===== config.mk =====
export PLATFORM = sky130hd
export DESIGN_NAME = timer_bank
export DESIGN_NICKNAME = d
export VERILOG_FILES = /design/src/rtl/timer_bank.sv
export SDC_FILE = /design/constraint.sdc
export NUM_CORES = 1
export LEC_CHECK = 0
export CORE_ASPECT_RATIO = 0.5
export CORE_UTILIZATION = 50
export DETAILED_ROUTE_END_ITERATION = 7
export PLACE_DENSITY = 0.88
export SLEW_MARGIN = 30
export SYNTH_ARGS = -nofsm -noshare
export SYNTH_HDL_FRONTEND = slang
export SYNTH_SLANG_ARGS = --single-unit

===== constraint.sdc =====
create_clock -name i_clk -period 2.25 [get_ports i_clk]
set_clock_uncertainty 0.2 [all_clocks]
set_input_delay 0.225 -clock i_clk [delete_from_list [all_inputs] [get_ports i_clk]]
set_output_delay 0.225 -clock i_clk [all_outputs]
set_load 0.02 [all_outputs]

===== src/rtl/timer_bank.sv =====
// Multi-channel programmable interval timer: NCH channels, one-shot or periodic, shared tick.
// Optional shared tick prescaler is compiled in with `define TIMER_BANK_PRESCALE_EN.
module timer_bank #(
  parameter int unsigned NCH      = 4,
  parameter int unsigned WIDTH    = 16,
  parameter int unsigned PRESCALE = 1,
  localparam int unsigned CHW     = (NCH > 1) ? $clog2(NCH) : 1
) (
  input  logic                 i_clk,
  input  logic                 i_rst_n,
  input  logic                 i_tick,
  input  logic                 i_wr,
  input  logic [CHW-1:0]       i_wr_ch,
  input  logic [WIDTH-1:0]     i_wr_period,
  input  logic                 i_wr_mode,
  input  logic [NCH-1:0]       i_stop,
  input  logic [NCH-1:0]       i_clr,
  output logic [NCH-1:0]       o_pulse,
  output logic [NCH-1:0]       o_flag,
  output logic [NCH-1:0]       o_active,
  output logic [NCH*WIDTH-1:0] o_count
);

  logic w_qtick;

`ifdef TIMER_BANK_PRESCALE_EN
  localparam int unsigned PSW = (PRESCALE > 1) ? $clog2(PRESCALE) : 1;
  localparam logic [PSW-1:0] PsLast = PSW'(PRESCALE - 1);

  logic [PSW-1:0] r_div;

  // Free-running across loads and stops; only reset realigns the tick phase.
  always_ff @(posedge i_clk or negedge i_rst_n) begin
    if (!i_rst_n) begin
      r_div <= '0;
    end else if (i_tick) begin
      r_div <= (r_div == PsLast) ? '0 : r_div + 1'b1;
    end
  end

  assign w_qtick = i_tick && (r_div == PsLast);
`else
  // PRESCALE is always >= 1, so this reduces to i_tick with no divider.
  assign w_qtick = i_tick && (PRESCALE != 0);
`endif

  for (genvar k = 0; k < NCH; k++) begin : g_ch
    logic [WIDTH-1:0] r_count;
    logic [WIDTH-1:0] r_period;
    logic             r_mode;
    logic             r_active;
    logic             r_flag;
    logic             r_pulse;
    logic             w_load;

    assign w_load = i_wr && (32'(i_wr_ch) == 32'(k));

    // Priority: load > stop > advance; an expiry flag set overrides a same-cycle clear.
    always_ff @(posedge i_clk or negedge i_rst_n) begin
      if (!i_rst_n) begin
        r_count  <= '0;
        r_period <= '0;
        r_mode   <= 1'b0;
        r_active <= 1'b0;
        r_flag   <= 1'b0;
        r_pulse  <= 1'b0;
      end else begin
        r_pulse <= 1'b0;
        if (i_clr[k]) begin
          r_flag <= 1'b0;
        end
        if (w_load) begin
          r_count  <= '0;
          r_period <= i_wr_period;
          r_mode   <= i_wr_mode;
          r_active <= 1'b1;
        end else if (i_stop[k]) begin
          r_count  <= '0;
          r_active <= 1'b0;
        end else if (r_active && w_qtick) begin
          if (r_count < r_period) begin
            r_count <= r_count + 1'b1;
          end else begin
            r_count <= '0;
            r_pulse <= 1'b1;
            r_flag  <= 1'b1;
            if (!r_mode) begin
              r_active <= 1'b0;
            end
          end
        end
      end
    end

    assign o_pulse[k]                 = r_pulse;
    assign o_flag[k]                  = r_flag;
    assign o_active[k]                = r_active;
    assign o_count[k*WIDTH +: WIDTH]  = r_count;
  end

endmodule


# Word-level counts from Yosys, hierarchy flattened
# Index checks and enable logic that the tools add are counted.
# op_classes
add_sub_neg	4
magnitude_cmp	4
n_eq_ne	11
n_mux	72
n_reduce_logical	17
# ops
op	n
2-to-1 mux 16 bit	16
adder 16 x 1 -> 16 bit (second input constant)	4
< comparator 16 bit	4
2-to-1 mux 1 bit	56
inequality test 3 x 2 -> 1 bit (second input constant)	4
inequality test 3 bit (second input constant)	4
AND reduction 3 bit	4
nonzero test 3 bit	4
logical AND 1 bit	8
== test 2 bit (second input constant)	2
== test 2 x 1 -> 1 bit (second input constant)	1
zero test 2 bit	1
# totals
regBits	144
in_bits	31
out_inout_bits	76
wordCells	132

# Depth between registers and ports, before layout
# Gate-level depths: netlist of run 1.
# logic_depth
word_depth	5
ltp_mapped	10
ltp_nobuf	8

# Worst setup path after synthesis of run 1
# No wires, ideal clock.
# synth_path
path_kind	register -> register
from	reg g_ch[3].r_count[5]
to	reg g_ch[3].r_count[9]
setup_time_ns	0.069
t_arrival_ns	2.175
required_ns	1.981
path_slack_ns	-0.195
stages_incl_launch_ff	9
n_path_buf	1
period_less_slack_ns	2.445
cell_sequence	dfrtp_1 -> ha_1 -> a211o_1 -> o211ai_1 -> o311ai_1 -> a2111oi_4 -> o21ai_2 -> buf_6 -> nor2_2
# synth_between
elab_chain_cells	5
elab_cells_between_ends	6
cone_classes	add/sub (1); order compare (1); mux (4)
# synth_rtl
item	line_no	text
start: declaration	48	logic [WIDTH-1:0] r_count;
start signal: assignment	82	r_count <= r_count + 1'b1;
adder 16 x 1 -> 16 bit / < comparator 16 bit (equally long branches)	82, 81	
2-to-1 mux 16 bit (*)	81	if (r_count < r_period) begin
2-to-1 mux 16 bit (*)	80	end else if (r_active && w_qtick) begin
2-to-1 mux 16 bit (*)	77	end else if (i_stop[k]) begin
2-to-1 mux 16 bit (*)	72	if (w_load) begin
# Every way passes the cells marked *; elsewhere a longest branch is shown, timed or not. The select of a mux whose other input is x is not followed.
# A chain may end at the register's enable or synchronous reset.

# Worst setup path in the final report of run 1
# layout_path
from	reg g_ch[3].r_count[2]
to	reg g_ch[3].r_count[2]
# Same word-level chain as after synthesis.

==> results of run 1 <==
power by group:
group	switching, mW	internal [mW]
Combinational	0.730	0.544
Clock	1.21	1.67
Sequential	0.166	2.83
flip-flops by register name, indices dropped and copies added (netlist names):
| signal | cells |
|---|---|
| g_ch.r_period | 64 |
| g_ch.r_flag | 4 |
| g_ch.r_mode | 4 |
| g_ch.r_active | 4 |
| g_ch.r_count | 64 |
| g_ch.r_pulse | 4 |
layer usage:
layer	vias to the layer above	GRT usage, %
met5	-	0
met4	0	18.93
met3	261	7.657
met2	657	50.29
met1	3570	39.03
li1	2973	-
logic make-up (layout without fill, tap and decap cells):
logic type	Yosys count	in the layout	synth area share [%]
adder cells (fa/ha/maj)	64	64	10.31
AO/OA/AOI/OAI	93	93	7.894
other	0	2	0
XOR/XNOR	52	52	5.864
buffers and inverters	105	293	5.784
AND/OR/NAND/NOR	253	253	16.06
multiplexers	53	53	7.685
flip-flops	144	144	46.40
cells in the final DEF, fill, tap and decap left out, types with 5 or more instances in the layout:
| cell | netlist | final |
|---|---|---|
| buf_6 | 1 | 7 |
| nand2_1 | 66 | 62 |
| clkdlybuf4s50_1 | 0 | 105 |
| inv_1 | 76 | 72 |
| and4_1 | 6 | 6 |
| clkbuf_16 | 0 | 17 |
| mux2_2 | 53 | 53 |
| a21o_1 | 7 | 7 |
| o21a_1 | 5 | 5 |
| and3_1 | 9 | 8 |
| nand4_1 | 22 | 22 |
| nand3b_1 | 5 | 5 |
| nor2_1 | 62 | 48 |
| ha_4 | 0 | 21 |
| xor2_1 | 26 | 26 |
| dfrtp_1 | 144 | 125 |
| nor3_2 | 0 | 8 |
| o21ai_1 | 0 | 5 |
| ha_1 | 64 | 40 |
| nor3_1 | 19 | 10 |
| nand2b_1 | 8 | 8 |
| o21ai_0 | 24 | 18 |
| nor2_2 | 10 | 22 |
| a21oi_1 | 32 | 22 |
| nand3_1 | 28 | 25 |
| dfrtp_2 | 0 | 19 |
| xnor2_1 | 26 | 26 |
| a21oi_2 | 0 | 10 |
| buf_4 | 12 | 68 |
timing repair:
| item | 4_1_cts | 5_1_grt |
|---|---|---|
| resized for setup | 28 | 72 |
| hold buffers | 1 | 0 |
| buffers inserted | 7 | 6 |
| gates cloned | 0 | 1 |
| pin swaps | 19 | 33 |
| setup endpoints to repair | 53 | 74 |
| hold endpoints to repair | 144 | 0 |
cell type report:
| class | instances | area [um2] |
|---|---|---|
| clock inverters | 12 | 135.1 |
| fillers | 813 | 4079 |
| flip-flops and latches | 144 | 3627 |
| multi-input cells | 515 | 4260 |
| well taps | 198 | 247.7 |
| inverters | 76 | 285.3 |
| diodes | 2 | 5.005 |
| clock buffers | 20 | 446.7 |
| repair buffers | 185 | 1730 |
through the flow:
| step | power (mW) | setup WS [ns] |
|---|---|---|
| 2_1_floorplan | 3.543 | 0.0004754 |
| 3_3_place_gp | 3.839 | -0.2021 |
| 3_5_place_dp | 3.934 | -0.3829 |
| 4_1_cts | 6.839 | -0.1502 |
| 5_1_grt | 7.319 | -0.5357 |
| 6_report | 7.141 | -0.4859 |
how the worst max path moves through the flow:
stage / startpoint / end / slack [ns] / cells after the start
4_1_cts: g_ch[3].r_period[5] / g_ch[3].r_count[1] / -0.15 / 10
6_report: g_ch[3].r_count[2] / g_ch[3].r_count[2] / -0.49 / 9
2_1_floorplan: g_ch[0].r_count[7] / g_ch[0].r_active / 0.0005 / 7
3_3_place_gp: g_ch[0].r_count[7] / g_ch[0].r_count[11] / -0.20 / 7
5_1_grt: g_ch[3].r_count[2] / g_ch[3].r_count[2] / -0.54 / 9
3_5_place_dp: g_ch[0].r_count[6] / g_ch[0].r_count[6] / -0.38 / 7
==> impl_metrics.csv, run 1 <==
group,metric,value,unit
status,status,"finished with violations",
status,violations,"setup timing",
clock_network,insertion_delay,0.43,ns
place,portBuffers,106,
synthesis,synth_area_leader_cell,"dfrtp_1",
place,dpl_cell_area,0.009537,mm2
synthesis,syn_nets,859,
clock_network,cts_root_buf,"clkbuf_16",
timing,fin_setup_tns,-9.356,ns
global_routing,grt_max_degree,57,
finish,final_cells,1152,
clock_network,clock-sinks,144,
route,viasPerCell,6.477,
setup_path,regToRegSetupSlack,-0.49,ns
setup_path,crit_chain,"ha_1 > o21a_1 > nor2_1 > o311ai_4 > a2111oi_4 > buf_4 > buf_6 > o21ai_0 > a21oi_1",
floorplan,die_h,90.13,um
synthesis,yosysTopAreaCellShare,46.40,%
finish,fin_area,0.01074,mm2
setup_path,r2r-end,"g_ch[3].r_count[2]",
timing,drv_slew,0,
route,drc,0,
setup_path,crit_type,"register to register",
route,route.met2.wl,13070,um
power_and_ir_drop,power_density,665.0,mW/mm2
global_routing,grt_overflow,0,
route,drt-total-wl,28810,um
route,drt_iter0_drc,903,
timing,max_freq,365.5,MHz
flow_run,maxCapViolCount,0,
floorplan,fp.dieW,178.3,um
route,wl_met1,10250,um
timing,tightest_slew,0.6450,ns
synthesis,synth_seq_cells,144,
place,place_hpwl,15030,um
synthesis,netlist_area,0.007766,mm2
timing,rsz0062_at_grt,"true",
setup_path,required,2.37,ns
worst_hold_path,hold_path_class,"input port to asynchronous set/reset pin",
timing,relSlewSlack,56.54,%
floorplan,dieArea,0.01606,mm2
timing,final-setup-viol-count,55,
clock_network,clockBufferDepth,2,
route,dr_wl_met3,3003,um
synthesis,postSynth.asyncResetShare,100.0,%
place,placed_cells,1103,
finish,layout-drive-gt1-share,29.10,%
synthesis,avgSynthCellArea,10.17,um2
floorplan,num_rows,31,
floorplan,ioPinCount,107,
setup_path,cp-end-kind,"register",
place,gp_congestion,0.8814,
global_routing,grt_use_total,31.61,%
timing,finalHoldViolCount,0,
synthesis,synth_edf_count,0,
setup_path,crit_family,"compound AO/OA/AOI/OAI gates",
setup_path,crit_buf_inv,2,
route,vias,7461,
synthesis,synth-seq-area-share,46.40,%
clock_network,htreeDepth,4,
synthesis,syn_inst,764,
synthesis,synth_ff_type,"dfrtp_1",
setup_path,start_kind,"register",
floorplan,start_util,52.42,%
setup_path,r2r_start,"g_ch[3].r_count[2]",
clock_network,cts_buffers,17,
setup_path,reg2reg_depth,9,
floorplan,core_region_area,0.01482,mm2
global_routing,grt_pass1_vias,7185,
finish,final_core_util,72.47,%
power_and_ir_drop,p_leak,4.750,nW
setup_path,cp.arrival,2.85,ns
route,top_layer,"met4",
route,ant_nets,0,
finish,synthToLayoutAreaGrowth,38.26,%
route,routedWlPerCell,25.01,um
route,first_pass_iters,6,
clock_network,clk_pin_slew,0.07,ns
timing,period_needed,2.736,ns
timing,setup_ws,-0.4859,ns
finish,nets,1034,
synthesis,ys_top_cells_by_area,"dfrtp_1, ha_1, mux2_2, inv_1, nand2_1",
global_routing,grt_antenna_before_repair,3,
setup_path,slowest_stage,"dfrtp_2",
setup_path,critical-path-max-stage-delay,0.43,ns
power_and_ir_drop,peakVddDrop,617.7,uV
clock_network,tritoncts,"built",
setup_path,cp_max_fo,4,
synthesis,yosys_warnings,0,
synthesis,synthDistinctLibCells,50,
synthesis,synth_common_cells,"dfrtp_1, inv_1, nand2_1, ha_1, nor2_1",
timing,hold_ws,0.09464,ns
global_routing,grt_pass1_wl,38610,um
synthesis,post-synth-top-count-cell,"dfrtp_1",
timing,fin_crit_sh,121.6,%
Power figures use the tool's default switching activity.
==> run 2: changes to the inputs <==
- ABC_AREA: not set -> 1
- CORE_UTILIZATION: 50 -> 45
- PLACE_DENSITY: 0.88 -> 0.81
- SETUP_SLACK_MARGIN: not set -> 0.4
==> run 2 against run 1 <==
Compared with the run above:
- the flow now finishes without violations
- combinational power grew 7%
- synthesized cell count up 30%
- sequential cell count is the same
- setup slack better by 0.66 ns
- register-to-register slack gained 0.66 ns
- routed wire length is 0.93% higher
- die area grew 14%
- count of clock-buffer cells in the layout is 3 lower
- area after synthesis is 2.8% higher
- largest power group unchanged
==> impl_metrics.csv, run 2 <==
group,metric,value,unit
status,status,"completed",
synthesis,post-synth-top-count-cell,"nand2_1",
synthesis,synth_area_leader_cell,"dfrtp_1",
finish,fill_cells,1006,
finish,diodes,0,
route,vias,8262,
global_routing,top_usage_layer,"met2",
finish,regArea,0.003664,mm2
flow_run,maxCapViolCount,0,
synthesis,ys_top_cells_by_area,"dfrtp_1, nand2_1, ha_1, inv_1, o21ai_0",
worst_hold_path,hold_path_class,"input port to asynchronous set/reset pin",
global_routing,met3_usage,6.453,%
finish,synthToLayoutAreaGrowth,49.44,%
setup_path,required,2.36,ns
synthesis,postSynth.asyncResetShare,100.0,%
setup_path,crit_family,"simple AND/OR/NAND/NOR gates",
synthesis,syn_inst,990,
timing,rsz0062_at_grt,"true",
synthesis,synthDistinctLibCells,35,
timing,fin_crit_sh,92.46,%
synthesis,synth_edf_count,0,
clock_network,clk_pin_slew,0.07,ns
clock_network,htreeDepth,4,
synthesis,avgSynthCellArea,8.065,um2
route,routedWlPerCell,20.38,um
route,drt_iter0_drc,940,
finish,final_cell_mix,"nand2_1, inv_1, dfrtp_1",
timing,finalHoldViolCount,0,
timing,max_freq,480.7,MHz
global_routing,grt_overflow,0,
synthesis,yosysTopAreaCellShare,45.13,%
route,first_pass_iters,6,
setup_path,cp.arrival,2.19,ns
synthesis,synth_common_cells,"nand2_1, inv_1, dfrtp_1, nor2_1, o21ai_0",
setup_path,path_depth,8,
floorplan,dieArea,0.01831,mm2
route,viasPerCell,5.790,
synthesis,synth_ff_type,"dfrtp_1",
synthesis,yosys_warnings,0,
place,place_hpwl,15000,um
synthesis,syn_nets,1085,
global_routing,use_met1,33.36,%
floorplan,fp.dieW,190.4,um
global_routing,grt_pass1_wl,37520,um
place,portBuffers,106,
timing,tightest_slew,0.4050,ns
route,ant_nets,0,
route,drt-total-wl,29080,um
timing,period_needed,2.080,ns
global_routing,grt_max_degree,41,
clock_network,cts_buffers,17,
global_routing,grt_pass1_vias,7571,
setup_path,reg2reg_depth,8,
finish,layout-drive-gt1-share,36.00,%
floorplan,die_h,96.19,um
timing,setup_ws,0.1696,ns
timing,final-setup-viol-count,0,
clock_network,cts_root_buf,"clkbuf_16",
power_and_ir_drop,power_density,601.0,mW/mm2
setup_path,cp-end-kind,"register",
finish,final_common_cell,"nand2_1",
clock_network,tritoncts,"built",
setup_path,cp_max_fo,4,
synthesis,netlist_area,0.007984,mm2
setup_path,crit_chain,"ha_1 > nand4_1 > a21oi_2 > nor2_2 > nand2_2 > nand2_4 > o21bai_1 > nand2_1",
place,gp_congestion,0.8696,
setup_path,critical-path-max-stage-delay,0.43,ns
floorplan,start_util,47.39,%
route,drc,0,
synthesis,synth-seq-area-share,45.13,%
timing,relSlewSlack,72.79,%
floorplan,num_rows,33,
timing,drv_slew,0,
setup_path,crit_buf_inv,0,
global_routing,grt_antenna_before_repair,0,
setup_path,slowest_stage,"dfrtp_1",
clock_network,clockBufferDepth,2,
power_and_ir_drop,p_leak,5.764,nW
setup_path,crit_type,"register to register",
global_routing,grtUsageMet2,44.88,%
clock_network,clock-sinks,144,
finish,nets,1282,
floorplan,core_region_area,0.01685,mm2
finish,top_regs,"g_ch.r_count (64), g_ch.r_period (64)",
floorplan,ioPinCount,107,
setup_path,start_kind,"register",
place,dp_slack,-0.03609,ns
power_and_ir_drop,peakVddDrop,673.0,uV
finish,multi_input_area,0.004990,mm2
synthesis,synth_seq_cells,144,
global_routing,grt_use_total,26.65,%
clock_network,insertion_delay,0.43,ns
timing,fin_setup_tns,0,ns
==> run 2: cell count changes in the layout (fill, tap and decap cells not counted), sizes merged, moves of 15 or more <==
cell / change
mux2: -53
nand2: +169
clkdlybuf4s50: -72
buf: +20
xnor2: -22
nor2: +26
o21ai: +63
nand3: +15
inv: +99
dlygate4sd2: +66
==> run 2: cell type report <==
type | count | share of cell area, %
flip-flops and latches | 144 | 30.70
well taps | 227 | 2.380
multi-input cells | 650 | 41.82
inverters | 169 | 5.338
clock inverters | 15 | 1.248
clock buffers | 17 | 3.565
repair buffers | 205 | 14.94
==> run 2: kinds of logic (layout without fill, tap and decap cells) <==
| group | Yosys count | after routing | share of synthesized area, % |
|---|---|---|---|
| AOI/OAI and AO/OA | 134 | 134 | 8.745 |
| xor gates and xnor gates | 28 | 28 | 3.072 |
| adders and majority gates | 64 | 64 | 10.03 |
| buffers and inverters | 200 | 406 | 10.19 |
| DFF | 144 | 144 | 45.13 |
| muxes | 2 | 2 | 0.2508 |
| and+or+nand+nor | 418 | 422 | 22.58 |
==> run 2: what timing repair did <==
item,in CTS,in global routing
cloned,4,0
buffers inserted,38,44
pin swaps,43,65
gates resized for setup,160,197
hold buffers,1,0
endpoints found under the setup margin,130,79
hold endpoints to repair,141,0
==> run 2: stage by stage <==
step / util [%] / total power [mW] / area, um2 / std cells / hold WS (ns)
floorplan: - / 3.593 / 8303 / 990 / -0.2706
global placement: 56.86 / 3.887 / 9578 / 1308 / -0.05046
detailed placement: 56.86 / 3.957 / 9578 / 1308 / -0.03729
finish: 70.83 / 7.170 / 11930 / 1427 / 0.07892
CTS: 64.30 / 6.859 / 10830 / 1383 / 0.08776
global route: 70.83 / 7.416 / 11930 / 1427 / 0.1054
==> run 2: routing by layer <==
layer	vias to the layer above	wire [um]
li1	3528	-
met1	4017	10860
met2	549	13930
met3	168	2673
met4	0	1613
met5	-	0
==> run 2: final timing paths <==
kind	slack, ns	startpoint	endpoint
max in group asynchronous	1.00	i_rst_n	g_ch[0].r_count[2]
worst min-delay path	0.08	i_rst_n	g_ch[3].r_count[12]
worst max-delay path	0.17	g_ch[3].r_count[14]	g_ch[3].r_active
worst max register to register	0.17	g_ch[3].r_count[14]	g_ch[3].r_active
min in group i_clk	0.11	i_wr	g_ch[2].r_pulse
worst min register to register	0.29	g_ch[2].r_period[3]	g_ch[2].r_period[3]
==> run 2: report_power, final <==
| part | total (mW) | internal (mW) | switching [mW] |
|---|---|---|---|
| combinational | 1.36 | 0.501 | 0.858 |
| sequential | 2.98 | 2.81 | 0.176 |
| clock | 2.83 | 1.55 | 1.27 |
| total | 7.17 | 4.86 | 2.31 |
